===== config.mk =====
export PLATFORM = sky130hd
export DESIGN_NAME = fetch_unit_bp
export DESIGN_NICKNAME = d
export VERILOG_FILES = /design/src/rtl/fetch_pkg.sv /design/src/rtl/fetch_bht.sv /design/src/rtl/fetch_unit_bp.sv
export SDC_FILE = /design/constraint.sdc
export NUM_CORES = 1
export LEC_CHECK = 0
export CORE_AREA = 2 2 92 94
export DETAILED_ROUTE_END_ITERATION = 12
export DIE_AREA = 0 0 94 96
export DONT_BUFFER_PORTS = 1
export PLACE_DENSITY_LB_ADDON = 0.25
export SLEW_MARGIN = 25
export SYNTH_ARGS = -nofsm -noshare
export SYNTH_HDL_FRONTEND = slang
export SYNTH_SLANG_ARGS = --single-unit

===== constraint.sdc =====
create_clock -name clk -period 5.2 [get_ports clk]
set_clock_uncertainty 0.05 [all_clocks]
set_input_delay 1.04 -clock clk [delete_from_list [all_inputs] [get_ports clk]]
set_output_delay 1.04 -clock clk [all_outputs]
set_load 0.02 [all_outputs]

===== src/rtl/fetch_pkg.sv =====
// Shared opcodes, branch-history counter encodings and fetch FSM states
// for the branch-predicting fetch stage.
package fetch_pkg;

   localparam logic [7:0] OPC_JMP = 8'h20;
   localparam logic [7:0] OPC_BCC = 8'h21;

   localparam logic [1:0] CNT_SNT = 2'd0;
   localparam logic [1:0] CNT_WNT = 2'd1;
   localparam logic [1:0] CNT_WT  = 2'd2;
   localparam logic [1:0] CNT_ST  = 2'd3;

   typedef enum logic {S_BOOT, S_RUN} state_e;

   // Saturating 2-bit hysteresis step toward the resolved outcome.
   function automatic logic [1:0] cnt_step(input logic [1:0] cnt, input logic taken);
      if (taken) return (cnt == CNT_ST)  ? CNT_ST  : cnt + 2'd1;
      else       return (cnt == CNT_SNT) ? CNT_SNT : cnt - 2'd1;
   endfunction

endpackage


===== src/rtl/fetch_bht.sv =====
// Branch-history table: array of 2-bit saturating counters with a
// combinational read port and a synchronous update port (no read bypass).
module fetch_bht
   import fetch_pkg::*;
#(
   parameter  int ENTRIES = 16,
   localparam int IDX_W   = $clog2(ENTRIES)
) (
   input  logic             clk,
   input  logic             rst,
   input  logic [IDX_W-1:0] rd_idx,
   output logic [1:0]       rd_cnt,
   input  logic             upd_en,
   input  logic [IDX_W-1:0] upd_idx,
   input  logic             upd_taken
);

   logic [1:0] cnt_q [ENTRIES];
   logic [1:0] cnt_d [ENTRIES];

   // NOTE: every signal written here gets a default first, otherwise the tool infers a latch.
   always_comb begin
      cnt_d = cnt_q;
      if (upd_en) cnt_d[upd_idx] = cnt_step(cnt_q[upd_idx], upd_taken);
   end

   // NOTE: this array is reset like ordinary flops because predictions must be
   // deterministic right after reset; that rules out mapping it to a RAM macro.
   always_ff @(posedge clk or posedge rst) begin
      if (rst) begin
         for (int i = 0; i < ENTRIES; i++) cnt_q[i] <= CNT_WNT;
      end else begin
         cnt_q <= cnt_d;
      end
   end

   assign rd_cnt = cnt_q[rd_idx];

endmodule


===== src/rtl/fetch_unit_bp.sv =====
// Instruction-fetch stage with BHT prediction, valid/ready output register
// and a mispredict redirect path that overrides advance and stall.
module fetch_unit_bp
   import fetch_pkg::*;
#(
   parameter int ADDR_W      = 8,
   parameter int INSTR_W     = 32,
   parameter int PC_STEP     = 2,
   parameter int BHT_ENTRIES = 16,
   parameter int CNT_W       = 16
) (
   input  logic               clk,
   input  logic               rst,
   output logic [ADDR_W-1:0]  imem_addr,
   input  logic [INSTR_W-1:0] imem_data,
   output logic               out_valid,
   input  logic               out_ready,
   output logic [INSTR_W-1:0] out_instr,
   output logic [ADDR_W-1:0]  out_pc,
   output logic               out_pred_taken,
   output logic [ADDR_W-1:0]  out_alt_pc,
   input  logic               res_valid,
   input  logic [ADDR_W-1:0]  res_pc,
   input  logic               res_taken,
   input  logic               res_mispredict,
   input  logic [ADDR_W-1:0]  res_redirect_pc,
   output logic               flush,
   output logic [CNT_W-1:0]   mispredict_cnt
);

   localparam int               STEP_SH = $clog2(PC_STEP);
   localparam int               IDX_W   = $clog2(BHT_ENTRIES);
   localparam logic [ADDR_W-1:0] STEP   = ADDR_W'(PC_STEP);

   state_e               state_q, state_d;
   logic [ADDR_W-1:0]    pc_q, pc_d;
   logic                 out_valid_q, out_valid_d;
   logic [INSTR_W-1:0]   out_instr_q, out_instr_d;
   logic [ADDR_W-1:0]    out_pc_q, out_pc_d;
   logic                 out_pred_q, out_pred_d;
   logic [ADDR_W-1:0]    out_alt_q, out_alt_d;
   logic [CNT_W-1:0]     miss_cnt_q, miss_cnt_d;

   logic [7:0]           opcode;
   logic                 is_jmp, is_bcc, pred_taken, adv;
   logic [ADDR_W-1:0]    jmp_tgt, bcc_tgt, pc_seq;
   logic [1:0]           bht_cnt;
   logic                 unused_bits;

   assign opcode     = imem_data[INSTR_W-1 -: 8];
   assign is_jmp     = (opcode == OPC_JMP);
   assign is_bcc     = (opcode == OPC_BCC);
   assign jmp_tgt    = imem_data[ADDR_W+15:16];
   assign bcc_tgt    = imem_data[ADDR_W-1:0];
   assign pc_seq     = pc_q + STEP;
   assign pred_taken = is_bcc && (bht_cnt >= CNT_WT);
   assign adv        = (state_q == S_RUN) && (!out_valid_q || out_ready);
   assign flush      = res_valid && res_mispredict;
   assign unused_bits = ^{imem_data, res_pc};

   fetch_bht #(.ENTRIES(BHT_ENTRIES)) u_bht (
      .clk       (clk),
      .rst       (rst),
      .rd_idx    (pc_q[STEP_SH +: IDX_W]),
      .rd_cnt    (bht_cnt),
      .upd_en    (res_valid),
      .upd_idx   (res_pc[STEP_SH +: IDX_W]),
      .upd_taken (res_taken)
   );

   always_comb begin
      state_d     = S_RUN;   // boot lasts exactly one cycle
      pc_d        = pc_q;
      out_valid_d = out_valid_q;
      out_instr_d = out_instr_q;
      out_pc_d    = out_pc_q;
      out_pred_d  = out_pred_q;
      out_alt_d   = out_alt_q;
      miss_cnt_d  = miss_cnt_q;

      if (flush) begin
         pc_d        = res_redirect_pc;
         out_valid_d = 1'b0;
         if (miss_cnt_q != '1) miss_cnt_d = miss_cnt_q + CNT_W'(1);
      end else if (adv) begin
         out_valid_d = 1'b1;
         out_instr_d = imem_data;
         out_pc_d    = pc_q;
         out_pred_d  = pred_taken;
         out_alt_d   = pred_taken ? pc_seq : bcc_tgt;
         if (is_jmp)          pc_d = jmp_tgt;
         else if (pred_taken) pc_d = bcc_tgt;
         else                 pc_d = pc_seq;
      end
   end

   // NOTE: state registers use non-blocking assignments so every flop samples pre-edge values.
   always_ff @(posedge clk or posedge rst) begin
      if (rst) begin
         state_q     <= S_BOOT;
         pc_q        <= '0;
         out_valid_q <= 1'b0;
         out_instr_q <= '0;
         out_pc_q    <= '0;
         out_pred_q  <= 1'b0;
         out_alt_q   <= '0;
         miss_cnt_q  <= '0;
      end else begin
         state_q     <= state_d;
         pc_q        <= pc_d;
         out_valid_q <= out_valid_d;
         out_instr_q <= out_instr_d;
         out_pc_q    <= out_pc_d;
         out_pred_q  <= out_pred_d;
         out_alt_q   <= out_alt_d;
         miss_cnt_q  <= miss_cnt_d;
      end
   end

   assign imem_addr      = pc_q;
   assign out_valid      = out_valid_q;
   assign out_instr      = out_instr_q;
   assign out_pc         = out_pc_q;
   assign out_pred_taken = out_pred_q;
   assign out_alt_pc     = out_alt_q;
   assign mispredict_cnt = miss_cnt_q;

endmodule


# After elaboration in Yosys (flattened, before gate mapping)
# Index checks and enable logic that the tools add are counted.
# W data, S select, Z words.
# word_totals
regBits	107
in_bits	54
# classes
add_sub_neg	4
n_lt_le_gt_ge	4
eq_ne	4
mux	20
bitwise_logic	3
n_reduce_logical	10
# ops
operator	n
$mux W8	5
$bwmux W32	1
$mux W2	9
$add A16 B1 Y16 const B	1
$bmux W2 S4	2
$eq A8 B6 Y1 const B	2
$ne A16 B16 Y1 const B	1
$ge A5 B5 Y1 const B	2
$not A4 Y5	2
$add A8 B2 Y8 const B	1
$demux W2 S4	1
$lt A5 B1 Y1 const B	1
$logic_and A1 B1 Y1	4
$reduce_and A2 Y1	2
$add A2 B1 Y2 const B	1
$eq A2 B2 Y1 const B	1
$ge A2 B2 Y1 const B	1
$logic_not A2 Y1	1
$mux W1	2
$reduce_bool A2 Y1	1
$sub A2 B1 Y2 const B	1
$logic_not A1 Y1	1
$logic_or A1 B1 Y1	1
$not A1 Y1	1

# Longest topological paths before layout
# Gate-level depths: netlist (run 1).
# logic_depth
depth_word	10
mapped_depth	8
depth_no_buf	6

# Hierarchy
# A second synthesis (run 1) with hierarchy kept.
# unflattened
cells_unflattened	426
hier_area_um2	5350.1
# modules_own_cells
mod	instances	cells_per_inst	area_per_inst_um2
fetch_unit_bp	1	299	3487.1
fetch_bht	1	127	1863.0

# Worst setup path before layout (run 1)
# No wires, ideal clock.
# synth_timing
path_type	in2reg
startpoint	input res_pc[2]
endpoint	register u_bht.cnt_q[17] in the netlist's numbering
arrival_ns	2.768
t_required_ns	5.025
slack_ns	2.257
path_stages	6
n_path_buf	2
path_cell_list	clkbuf_1 > mux4_2 > a221o_1 > maj3_2 > buf_6 > mux2_2
# synth_via
elab_chain_len	9
elab_cells_between_ends	18
# synth_rtl
item	line_no	rtl
start: declaration	fetch_unit_bp.sv:23	input logic [ADDR_W-1:0] res_pc,
$not A4 Y5 (not written as such) (*)	fetch_bht.sv:24	if (upd_en) cnt_d[upd_idx] = cnt_step(cnt_q[upd_idx], upd_taken);
$bmux W2 S4	fetch_bht.sv:24	
$mux W2 (not written as such) (2 in a row)	fetch_bht.sv:24	
$sub A2 B1 Y2, or another cell as far along	fetch_pkg.sv:18	else return (cnt == CNT_SNT) ? CNT_SNT : cnt - 2'd1;
$mux W2, on equally long branches	fetch_pkg.sv:18, fetch_pkg.sv:17	
$mux W2	fetch_pkg.sv:17	if (taken) return (cnt == CNT_ST) ? CNT_ST : cnt + 2'd1;
$mux W2	fetch_bht.sv:24	
$bwmux W32 (*)	fetch_bht.sv:24	
end signal: assignment	fetch_bht.sv:33	cnt_q <= cnt_d;
end: declaration	fetch_bht.sv:18	logic [1:0] cnt_q [ENTRIES];
# Mark *: on every way between the ends. The rest lies on a longest branch, timed or not. The select of a mux whose other input is x is not followed.
# A chain may end at the register's enable or synchronous reset.

# Worst setup path after layout (run 1)
# layout_timing
startpoint	input res_mispredict
endpoint	register miss_cnt_q[15], in the netlist mispredict_cnt[15]
# layout_via
elab_chain_len	2
# layout_rtl
item	line_no	rtl
start: declaration	fetch_unit_bp.sv:25	input logic res_mispredict,
$logic_and A1 B1 Y1	fetch_unit_bp.sv:58	assign flush = res_valid && res_mispredict;
net flush	fetch_unit_bp.sv:27	output logic flush,
$reduce_and A2 Y1 (no line)	-	
end signal: assignment	fetch_unit_bp.sv:116	miss_cnt_q <= miss_cnt_d;
end: declaration	fetch_unit_bp.sv:42	logic [CNT_W-1:0] miss_cnt_q, miss_cnt_d;
# The timed path passes the listed nets, and every way through them passes these cells.

==> impl_metrics.csv, run 1 <==
group,metric,value,unit
status,status,"completed",
floorplanning,die_w,94,um
placement,place.gp.congestion,0.880,
timing,timing.fmax,315,MHz
routing,routed_via_density,6.20,
finish,fin_cells,576,
finish,num-fill-cells,625,
finish,final_nets,522,
timing,slew_viol_final,0,
finish,insertedDiodeCount,0,
floorplanning,fp.dieH,96,um
clocking,post_cts_buffers,0,
worst_setup_path,worstPathArrival,3.39,ns
clocking,cts_tree,"yes",
synthesis,synth_area_leaders,"dfrtp_1 45%, nand2_1 10%, dfstp_2 8.2%, mux2_2 7.3%, mux4_2 5.3%",
grt,gr-total-overflow,0,
timing,hold_violations,0,
floorplanning,core,8050,um2
routing,firstDrtPassIters,5,
power_and_ir_drop,switching_share,0.368,
floorplanning,initial_utilization,0.633,
power_and_ir_drop,p_per_area,444,nW/um2
power_and_ir_drop,combPwrFrac,0.205,
floorplanning,io_pins,129,
routing,wire_per_inst,19.9,um
finish,final_common_cell,"nand2_1",
timing,relSlewSlack,0.307,
clocking,clockRootBuffer,"clkbuf_8",
finish,final_core_util,0.661,
finish,synthToLayoutAreaGrowth,4.32,%
grt,antenna_found_initial,0,
worst_setup_path,worstSetupPathType,"input pin to flop",
synthesis,syn_inst,475,
timing,setup_viol,0,
clocking,clk_pin_slew,0.11,ns
worst_setup_path,startpoint_type,"input pin",
placement,dpl.cell_count,560,
power_and_ir_drop,p_int,1.49,mW
power_and_ir_drop,total_power,2.36,mW
grt,grt_start_max_net_pins,72,
placement,port_buffers,0,
min_path,worst_hold_path_type,"flop to flop",
worst_setup_path,end_kind,"flop",
timing,tightest_slew,1.04,ns
clocking,cts.repair.resized,0,
routing,via_count,3570,
clocking,clk_latency,0.38,ns
synthesis,synth.distinct_cells,47,
synthesis,seq_area_frac_synth,0.529,
finish,drive_gt1_frac,0.185,
clocking,cts_buffers,9,
worst_setup_path,crit_fanout,16,
worst_setup_path,critPathRequiredTime,5.41,ns
grt,grt_pass1_vias,3549,
synthesis,yosys_warnings,0,
synthesis,synth_top_area_share,0.447,
routing,ant_nets,0,
routing,wirelength,11500,um
synthesis,syn_nets,531,
run,cap_violations,0,
routing,drt_iter0_markers,250,
clocking,cts.sinks,107,
clocking,htree_levels,3,
power_and_ir_drop,ir_drop,0.000292,V
clocking,cts_hold_buf,0,
timing,fin_crit_sh,0.611,
power_and_ir_drop,seqPwrFrac,0.593,
synthesis,netlist_area,5100,um2
power_and_ir_drop,power.share.clock,0.202,
placement,dpl.hpwl,8350,um
finish,most-common-layout-cells,"138 x nand2_1, 91 x dfrtp_1, 33 x mux2_2, 22 x nor2_1, 16 x dfstp_2",
floorplanning,dieArea,9020,um2
timing,hold-worst-slack,0.496,ns
grt,grt_usage,0.261,
timing,fin_crit,3.18,ns
floorplanning,core.rowCount,33,
routing,drc,0,
synthesis,syn_avg_cell_area,10.7,um2
synthesis,synth_top_area_cell,"dfrtp_1",
grt,grt_pass1_wl,18200,um
power_and_ir_drop,p_leak,2.49,nW
clocking,cts_buffer_depth,2,
synthesis,synth-seq-cells,107,
power_and_ir_drop,p_sw,0.869,mW
timing,setup_tns,0,ns
timing,rsz0062_at_grt,"no",
## final cells by class
class                      count  area (um2)  area share
timing repair buffer           3        22.5     0.00423
clock buffer                  11         131      0.0247
tap                          105         131      0.0247
clock inverter                 5        46.3     0.00870
inverter                       6        25.0     0.00470
multi-input combinational    339        2270       0.426
sequential                   107        2700       0.507
## registers in the layout, indices dropped and copies added, names as in the netlist
| name | count |
|---|---|
| imem_addr | 8 |
| mispredict_cnt | 16 |
| out_alt_pc | 8 |
| out_instr | 32 |
| out_pc | 8 |
| out_pred_taken | 1 |
| out_valid | 1 |
| state_q | 1 |
| u_bht.cnt_q | 32 |
## worst paths after layout
check | endpoint | startpoint | depth (start not counted) | slack, ns
max | mispredict_cnt[15]$_DFFE_PP0P_ | res_mispredict | 6 | 2.02
min | u_bht.cnt_q[25]$_DFFE_PP0P_ | u_bht.cnt_q[25]$_DFFE_PP0P_ | 1 | 0.50
max reg2reg | imem_addr[3]$_DFFE_PP0P_ | imem_addr[3]$_DFFE_PP0P_ | 6 | 2.20
min reg2reg | u_bht.cnt_q[25]$_DFFE_PP0P_ | u_bht.cnt_q[25]$_DFFE_PP0P_ | 1 | 0.50
max in group asynchronous | u_bht.cnt_q[14]$_DFFE_PP1P_ | rst | 2 | 3.44
min in group asynchronous | mispredict_cnt[10]$_DFFE_PP0P_ | rst | 1 | 0.66
## cell usage after synthesis, drive strengths merged
cell / n
a211o: 1
mux4: 13
o21ai: 18
and2: 1
conb: 1
nor3: 2
ha: 2
nor4: 2
a221o: 3
and4: 2
mux2i: 12
nor3b: 2
and3: 3
xor2: 6
dfrtp: 91
or4: 2
nand3b: 3
a21oi: 3
nand4: 6
mux2: 34
a2111oi: 1
nand2b: 4
buf: 8
nand2: 139
xnor2: 14
a22o: 1
nand3: 14
or3: 3
o211ai: 3
inv: 6
a22oi: 3
dfstp: 16
nor2b: 4
a221oi: 7
maj3: 2
nor2: 22
o22ai: 5
clkbuf: 15
or4b: 1
## through the flow
step / setup WS, ns / cell area [um2]
6_report: 2.02 / 5320
5_1_grt: 1.79 / 5320
4_1_cts: 2.06 / 5320
3_5_place_dp: 1.66 / 5140
3_3_place_gp: 1.76 / 5140
2_1_floorplan: 1.32 / 5100
## critical path: stages
cell and delay [ns]:
nand2_1 0.29, inv_1 0.65, nand4_1 0.20, a2111oi_0 0.84, nand3_1 0.20, xnor2_1 0.16
## cells by family after synthesis
kind of cell / Yosys count / share of synthesized area
buffers and inverters: 29 / 0.0282
other: 1 / 0.000735
xor gates and xnor gates: 20 / 0.0343
muxes: 59 / 0.157
AOI/OAI and AO/OA: 45 / 0.0623
DFF: 107 / 0.529
adders and majority gates: 4 / 0.00932
and+or+nand+nor: 210 / 0.179
## power by group through the flow
stage,combinational (mW),sequential [mW],clock [mW]
floorplan,0.449,1.32,0
global placement,0.460,1.41,0
detailed placement,0.487,1.42,0
CTS,0.488,1.40,0.483
global route,0.538,1.43,0.522
finish,0.483,1.40,0.477
## layer usage
layer	GRT usage	share of wire
met1	0.331	0.39
met2	0.437	0.50
met3	0.0728	0.089
met4	0.0857	0.013
met5	0	0
No activity file was read; power rests on OpenSTA's default activity.
==> run 2: changes to the inputs <==
Settings changed: CORE_AREA 2 2 92 94 to 2 2 93 95, DIE_AREA 0 0 94 96 to 0 0 95 97.
Clock period 5.2 ns to 3.03 ns, I/O delays scaled along.
==> run 2 against run 1 <==
First-iteration DRC count rose by 37%. Global-route usage up 0.53 points. Power rose by 79%. Via count up 1.3%. Flip-flop and latch count stayed put. Design area rose by 2.1%. Clock power increased by 99%. Critical path depth unchanged. Combinational power increased by 86%. Largest power group unchanged. Sequential share of layout area down 1.1 points. Cell count increased by 1.4%.
==> impl_metrics.csv, run 2 (same netlist as run 1, synthesis figures left out) <==
group,metric,value,unit
timing,tightest_slew,0.863,ns
grt,antenna_found_initial,0,
floorplanning,dieArea,9220,um2
worst_setup_path,end_kind,"flop",
routing,via_count,3618,
finish,synthToLayoutAreaGrowth,6.53,%
routing,wirelength,11700,um
routing,drt_iter0_markers,343,
finish,num-fill-cells,653,
finish,regArea,2700,um2
worst_setup_path,startpoint_type,"flop",
placement,port_buffers,0,
floorplanning,core,8130,um2
routing,drc,0,
placement,place.gp.congestion,0.865,
timing,setup_tns,0,ns
power_and_ir_drop,ir_drop,0.000439,V
clocking,clockRootBuffer,"clkbuf_8",
placement,dpl.hpwl,8640,um
clocking,post_cts_buffers,0,
floorplanning,initial_utilization,0.627,
floorplanning,fp.dieH,97,um
routing,top_layer,"met4",
timing,rsz0062_at_grt,"no",
clocking,cts.sinks,107,
routing,wire_per_inst,20.1,um
timing,slew_viol_final,0,
finish,final_common_cell,"nand2_1",
floorplanning,die_w,95,um
floorplanning,core.rowCount,33,
timing,timing.fmax,368,MHz
finish,drive_gt1_frac,0.203,
grt,gr-total-overflow,0,
power_and_ir_drop,p_per_area,777,nW/um2
routing,firstDrtPassIters,4,
routing,dr_wl_met2,5930,um
worst_setup_path,critPathRequiredTime,3.23,ns
grt,grt_pass1_vias,3779,
clocking,cts_buffer_depth,2,
timing,hold_violations,0,
clocking,cts_buffers,9,
worst_setup_path,crit_fanout,16,
worst_setup_path,worstPathArrival,2.92,ns
finish,most-common-layout-cells,"138 x nand2_1, 91 x dfrtp_1, 33 x mux2_2, 22 x nor2_1, 16 x dfstp_2",
grt,grt_start_max_net_pins,47,
floorplanning,io_pins,129,
grt,grt_usage,0.266,
finish,fin_cells,584,
routing,met1_length,4660,um
clocking,clk_latency,0.37,ns
timing,setup_viol,0,
routing,ant_nets,0,
timing,fin_crit,2.72,ns
timing,relSlewSlack,0.410,
clocking,cts_hold_buf,0,
finish,multi_input_area,2270,um2
power_and_ir_drop,p_leak,2.55,nW
clocking,htree_levels,3,
placement,dpl.cell_count,568,
min_path,worst_hold_path_type,"input pin to async pin",
clocking,cts.repair.resized,0,
run,cap_violations,0,
finish,insertedDiodeCount,0,
grt,grt_pass1_wl,19000,um
worst_setup_path,worstSetupPathType,"flop to flop",
routing,wl_met3,876,um
clocking,cts_tree,"yes",
finish,final_nets,530,
clocking,clk_pin_slew,0.11,ns
timing,fin_crit_sh,0.897,
routing,routed_via_density,6.20,
status,status,"completed",
timing,hold-worst-slack,0.101,ns
run 2: changes by cell type in the layout (fill, tap and decap cells not counted):
cell	previous run	this run
bufinv_16	0	1
buf_4	3	10
buf_12	0	1
clkinv_4	3	1
clkinvlp_4	0	1
inv_8	1	2
clkbuf_1	2	0
clkbuf_8	9	10
inv_6	1	2
inv_4	1	0
run 2: area by class of cell:
cell class / count / share of cell area
flip-flops and latches: 107 / 0.497
multi-input cells: 339 / 0.417
clock buffers: 10 / 0.0253
well taps: 105 / 0.0242
repair buffers: 11 / 0.0175
clock inverters: 6 / 0.0145
inverters: 6 / 0.00484
run 2: worst paths after layout:
kind                                        startpoint                          end  slack, ns  cells past startpoint
setup / recovery              imem_addr[3]$_DFFE_PP0P_     imem_addr[5]$_DFFE_PP0P_       0.31                      6
hold / removal                                     rst     out_instr[4]$_DFFE_PP0P_       0.10                      1
setup reg to reg              imem_addr[3]$_DFFE_PP0P_     imem_addr[5]$_DFFE_PP0P_       0.31                      6
hold reg to reg            u_bht.cnt_q[13]$_DFFE_PP0P_  u_bht.cnt_q[13]$_DFFE_PP0P_       0.50                      1
max in group asynchronous                          rst        out_valid$_DFFE_PP0P_       1.98                      2
min in group clk                         imem_data[27]    out_instr[27]$_DFFE_PP0P_       0.28                      2
run 2: metal layers:
layer | track usage | up-vias
met5 | 0 | -
met4 | 0.100 | 0
met3 | 0.0615 | 23
met2 | 0.436 | 137
met1 | 0.343 | 1818
li1 | - | 1640
run 2: where the power goes:
| part | internal, mW | switching [mW] |
|---|---|---|
| Combinational | 0.471 | 0.428 |
| Sequential | 1.81 | 0.565 |
| Clock | 0.424 | 0.522 |
| Total | 2.70 | 1.52 |
run 2: critical path, cell delays in order, from the launching register on:
cell     delay (ns)
dfrtp_1        0.54
mux4_2         0.57
mux4_2         0.49
nand3_1        0.24
buf_4          0.31
mux2i_1        0.31
o22ai_2        0.10
run 2: through the flow:
step	utilization	area (um2)	worst slack, ns	power (mW)
final	0.668	5430	0.311	4.22
after detailed placement	0.641	5220	0.265	3.30
after global placement	0.641	5220	0.325	3.24
after floorplan	-	5100	0.503	3.04
after global routing	0.668	5430	0.210	4.45
after CTS	0.668	5430	0.312	4.23
==> run 3: changes to the inputs <==
Settings changed: CORE_AREA 2 2 93 95 to 2 2 96 98, DIE_AREA 0 0 95 97 to 0 0 98 100, GPL_TIMING_DRIVEN set to 1, SYNTH_HIERARCHICAL set to 1.
==> run 3 against run 2 <==
First-iteration DRC count shrank 50%. Maximum frequency up 0.88%. Global-route usage fell by 3.7 points. Critical path depth is the same. Sequential share of layout area fell by 0.92 points. Routed wire length fell by 7.0%. Die area grew 6.3%. Cell count decreased by 8.6%. Clock-buffer cell count down 1.
==> impl_metrics.csv, run 3 <==
group,metric,value,unit
power_and_ir_drop,seqPwrFrac,0.568,
worst_setup_path,slowest_stage,"mux4_2",
worst_setup_path,startpoint_type,"flop",
clocking,cts_buffer_depth,2,
clocking,cts_buffers,9,
synthesis,syn_avg_cell_area,12.4,um2
timing,fin_crit,2.69,ns
floorplanning,io_pins,129,
grt,grt_usage,0.229,
worst_setup_path,cp-endpoint,"out_alt_pc[3]$_DFFE_PP0P_",
clocking,cts.repair.resized,0,
worst_setup_path,cp.depth,6,
finish,synthToLayoutAreaGrowth,5.69,%
worst_setup_path,worstPathArrival,2.91,ns
power_and_ir_drop,ir_drop,0.000310,V
clocking,cts_hold_buf,0,
routing,firstDrtPassIters,4,
clocking,clockRootBuffer,"clkbuf_8",
power_and_ir_drop,p_int,2.69,mW
power_and_ir_drop,total_power,4.18,mW
worst_setup_path,end_kind,"flop",
worst_setup_path,critPathRequiredTime,3.24,ns
floorplanning,initial_utilization,0.589,
worst_setup_path,worstReg2RegEnd,"out_alt_pc[3]$_DFFE_PP0P_",
clocking,clk_pin_slew,0.11,ns
finish,final_nets,474,
grt,gr-total-overflow,0,
timing,slew_viol_final,0,
grt,antenna_found_initial,0,
min_path,worst_hold_path_type,"input pin to async pin",
clocking,cts.sinks,107,
worst_setup_path,worstSetupPathType,"flop to flop",
placement,dpl.hpwl,8020,um
routing,via_count,3312,
floorplanning,core.rowCount,35,
timing,rsz0062_at_grt,"no",
floorplanning,die_w,98,um
finish,most-common-layout-cells,"91 x dfrtp_1, 82 x mux2_2, 23 x nand2_1, 22 x nor2_1, 16 x dfstp_2",
synthesis,yosys_warnings,6,
worst_setup_path,path_common_cell,"mux4_2",
worst_setup_path,crit_fanout,11,
run,cap_violations,0,
timing,tightest_slew,0.792,ns
worst_setup_path,crit_path_start,"imem_addr[1]$_DFFE_PP0P_",
power_and_ir_drop,p_sw,1.49,mW
worst_setup_path,critPathTopFamily,"multiplexers",
power_and_ir_drop,switching_share,0.357,
clocking,clk_latency,0.37,ns
routing,wire_per_inst,20.4,um
routing,routed_via_density,6.20,
power_and_ir_drop,p_leak,2.28,nW
floorplanning,core,8890,um2
timing,fin_crit_sh,0.889,
worst_setup_path,reg2regPathDepth,6,
floorplanning,dieArea,9800,um2
finish,num-fill-cells,702,
worst_setup_path,critPathMaxStageDelay,0.55,ns
finish,final_common_cell,"dfrtp_1",
placement,port_buffers,0,
grt,grt_start_max_net_pins,76,
finish,drive_gt1_frac,0.350,
synthesis,syn_nets,477,
placement,place.gp.congestion,0.935,
timing,setup_tns,0,ns
status,status,"completed",
routing,drt_iter0_markers,170,
timing,hold_violations,0,
timing,timing.fmax,371,MHz
timing,relSlewSlack,0.471,
clocking,cts_tree,"yes",
routing,drc,0,
synthesis,syn_inst,421,
grt,grt_pass1_wl,17800,um
grt,grt_pass1_vias,3456,
worst_setup_path,path_cells,"mux4_2 > mux4_2 > nand2_1 > or3_4 > o21ai_0 > mux2_2",
power_and_ir_drop,combPwrFrac,0.234,
power_and_ir_drop,p_per_area,755,nW/um2
clocking,post_cts_buffers,0,
timing,setup_viol,0,
routing,wirelength,10900,um
power_and_ir_drop,power.share.clock,0.197,
routing,ant_nets,0,
worst_setup_path,r2r-start,"imem_addr[1]$_DFFE_PP0P_",
worst_setup_path,r2r_slack,0.34,ns
finish,insertedDiodeCount,0,
synthesis,netlist_area,5240,um2
worst_setup_path,worst-path-buf-inv,0,
floorplanning,fp.dieH,100,um
clocking,htree_levels,3,
run 3: routing by layer:
layer	track usage	wire length, um	share of wire
met1	0.305	4620	0.42
met2	0.368	5250	0.48
met3	0.0620	856	0.078
met4	0.0812	180	0.017
met5	0	0	0
run 3: power by group through the flow:
stage	combinational, mW	clock [mW]	sequential [mW]
finish	0.979	0.824	2.38
global route	1.08	0.902	2.42
CTS	0.983	0.845	2.38
detailed placement	0.978	0	2.41
global placement	0.943	0	2.38
floorplan	0.775	0	2.34
run 3: worst min path at each step:
| stage | slack [ns] | from | cells after the start | to |
|---|---|---|---|---|
| after detailed placement | 0.48 | u_bht/cnt_q[23]$_DFFE_PP0P_ | 1 | u_bht/cnt_q[23]$_DFFE_PP0P_ |
| after global routing | 0.14 | rst | 2 | out_instr[15]$_DFFE_PP0P_ |
| final | 0.09 | rst | 2 | out_instr[15]$_DFFE_PP0P_ |
| after CTS | 0.13 | rst | 2 | out_instr[15]$_DFFE_PP0P_ |
| after global placement | 0.44 | state_q$_DFF_PP0_ | 2 | out_valid$_DFFE_PP0P_ |
| after floorplan | 0.42 | state_q$_DFF_PP0_ | 2 | out_valid$_DFFE_PP0P_ |
run 3: layout make-up:
type	instances	area [um2]	area share
Tap cell	111	139	0.0251
Clock inverter	7	60.1	0.0108
Clock buffer	9	124	0.0224
Sequential cell	107	2700	0.487
Multi-Input combinational cell	285	2410	0.436
Inverter	7	27.5	0.00497
Timing Repair Buffer	8	72.6	0.0131
run 3: through the flow:
step	instances	hold slack, ns	area [um2]	util	setup WS, ns
6_report	534	0.0932	5540	0.623	0.335
5_1_grt	534	0.140	5540	0.623	0.158
4_1_cts	534	0.132	5540	0.623	0.309
3_5_place_dp	518	0.476	5350	0.602	0.354
3_3_place_gp	518	0.439	5350	0.602	0.370
2_1_floorplan	421	0.424	5240	-	0.144
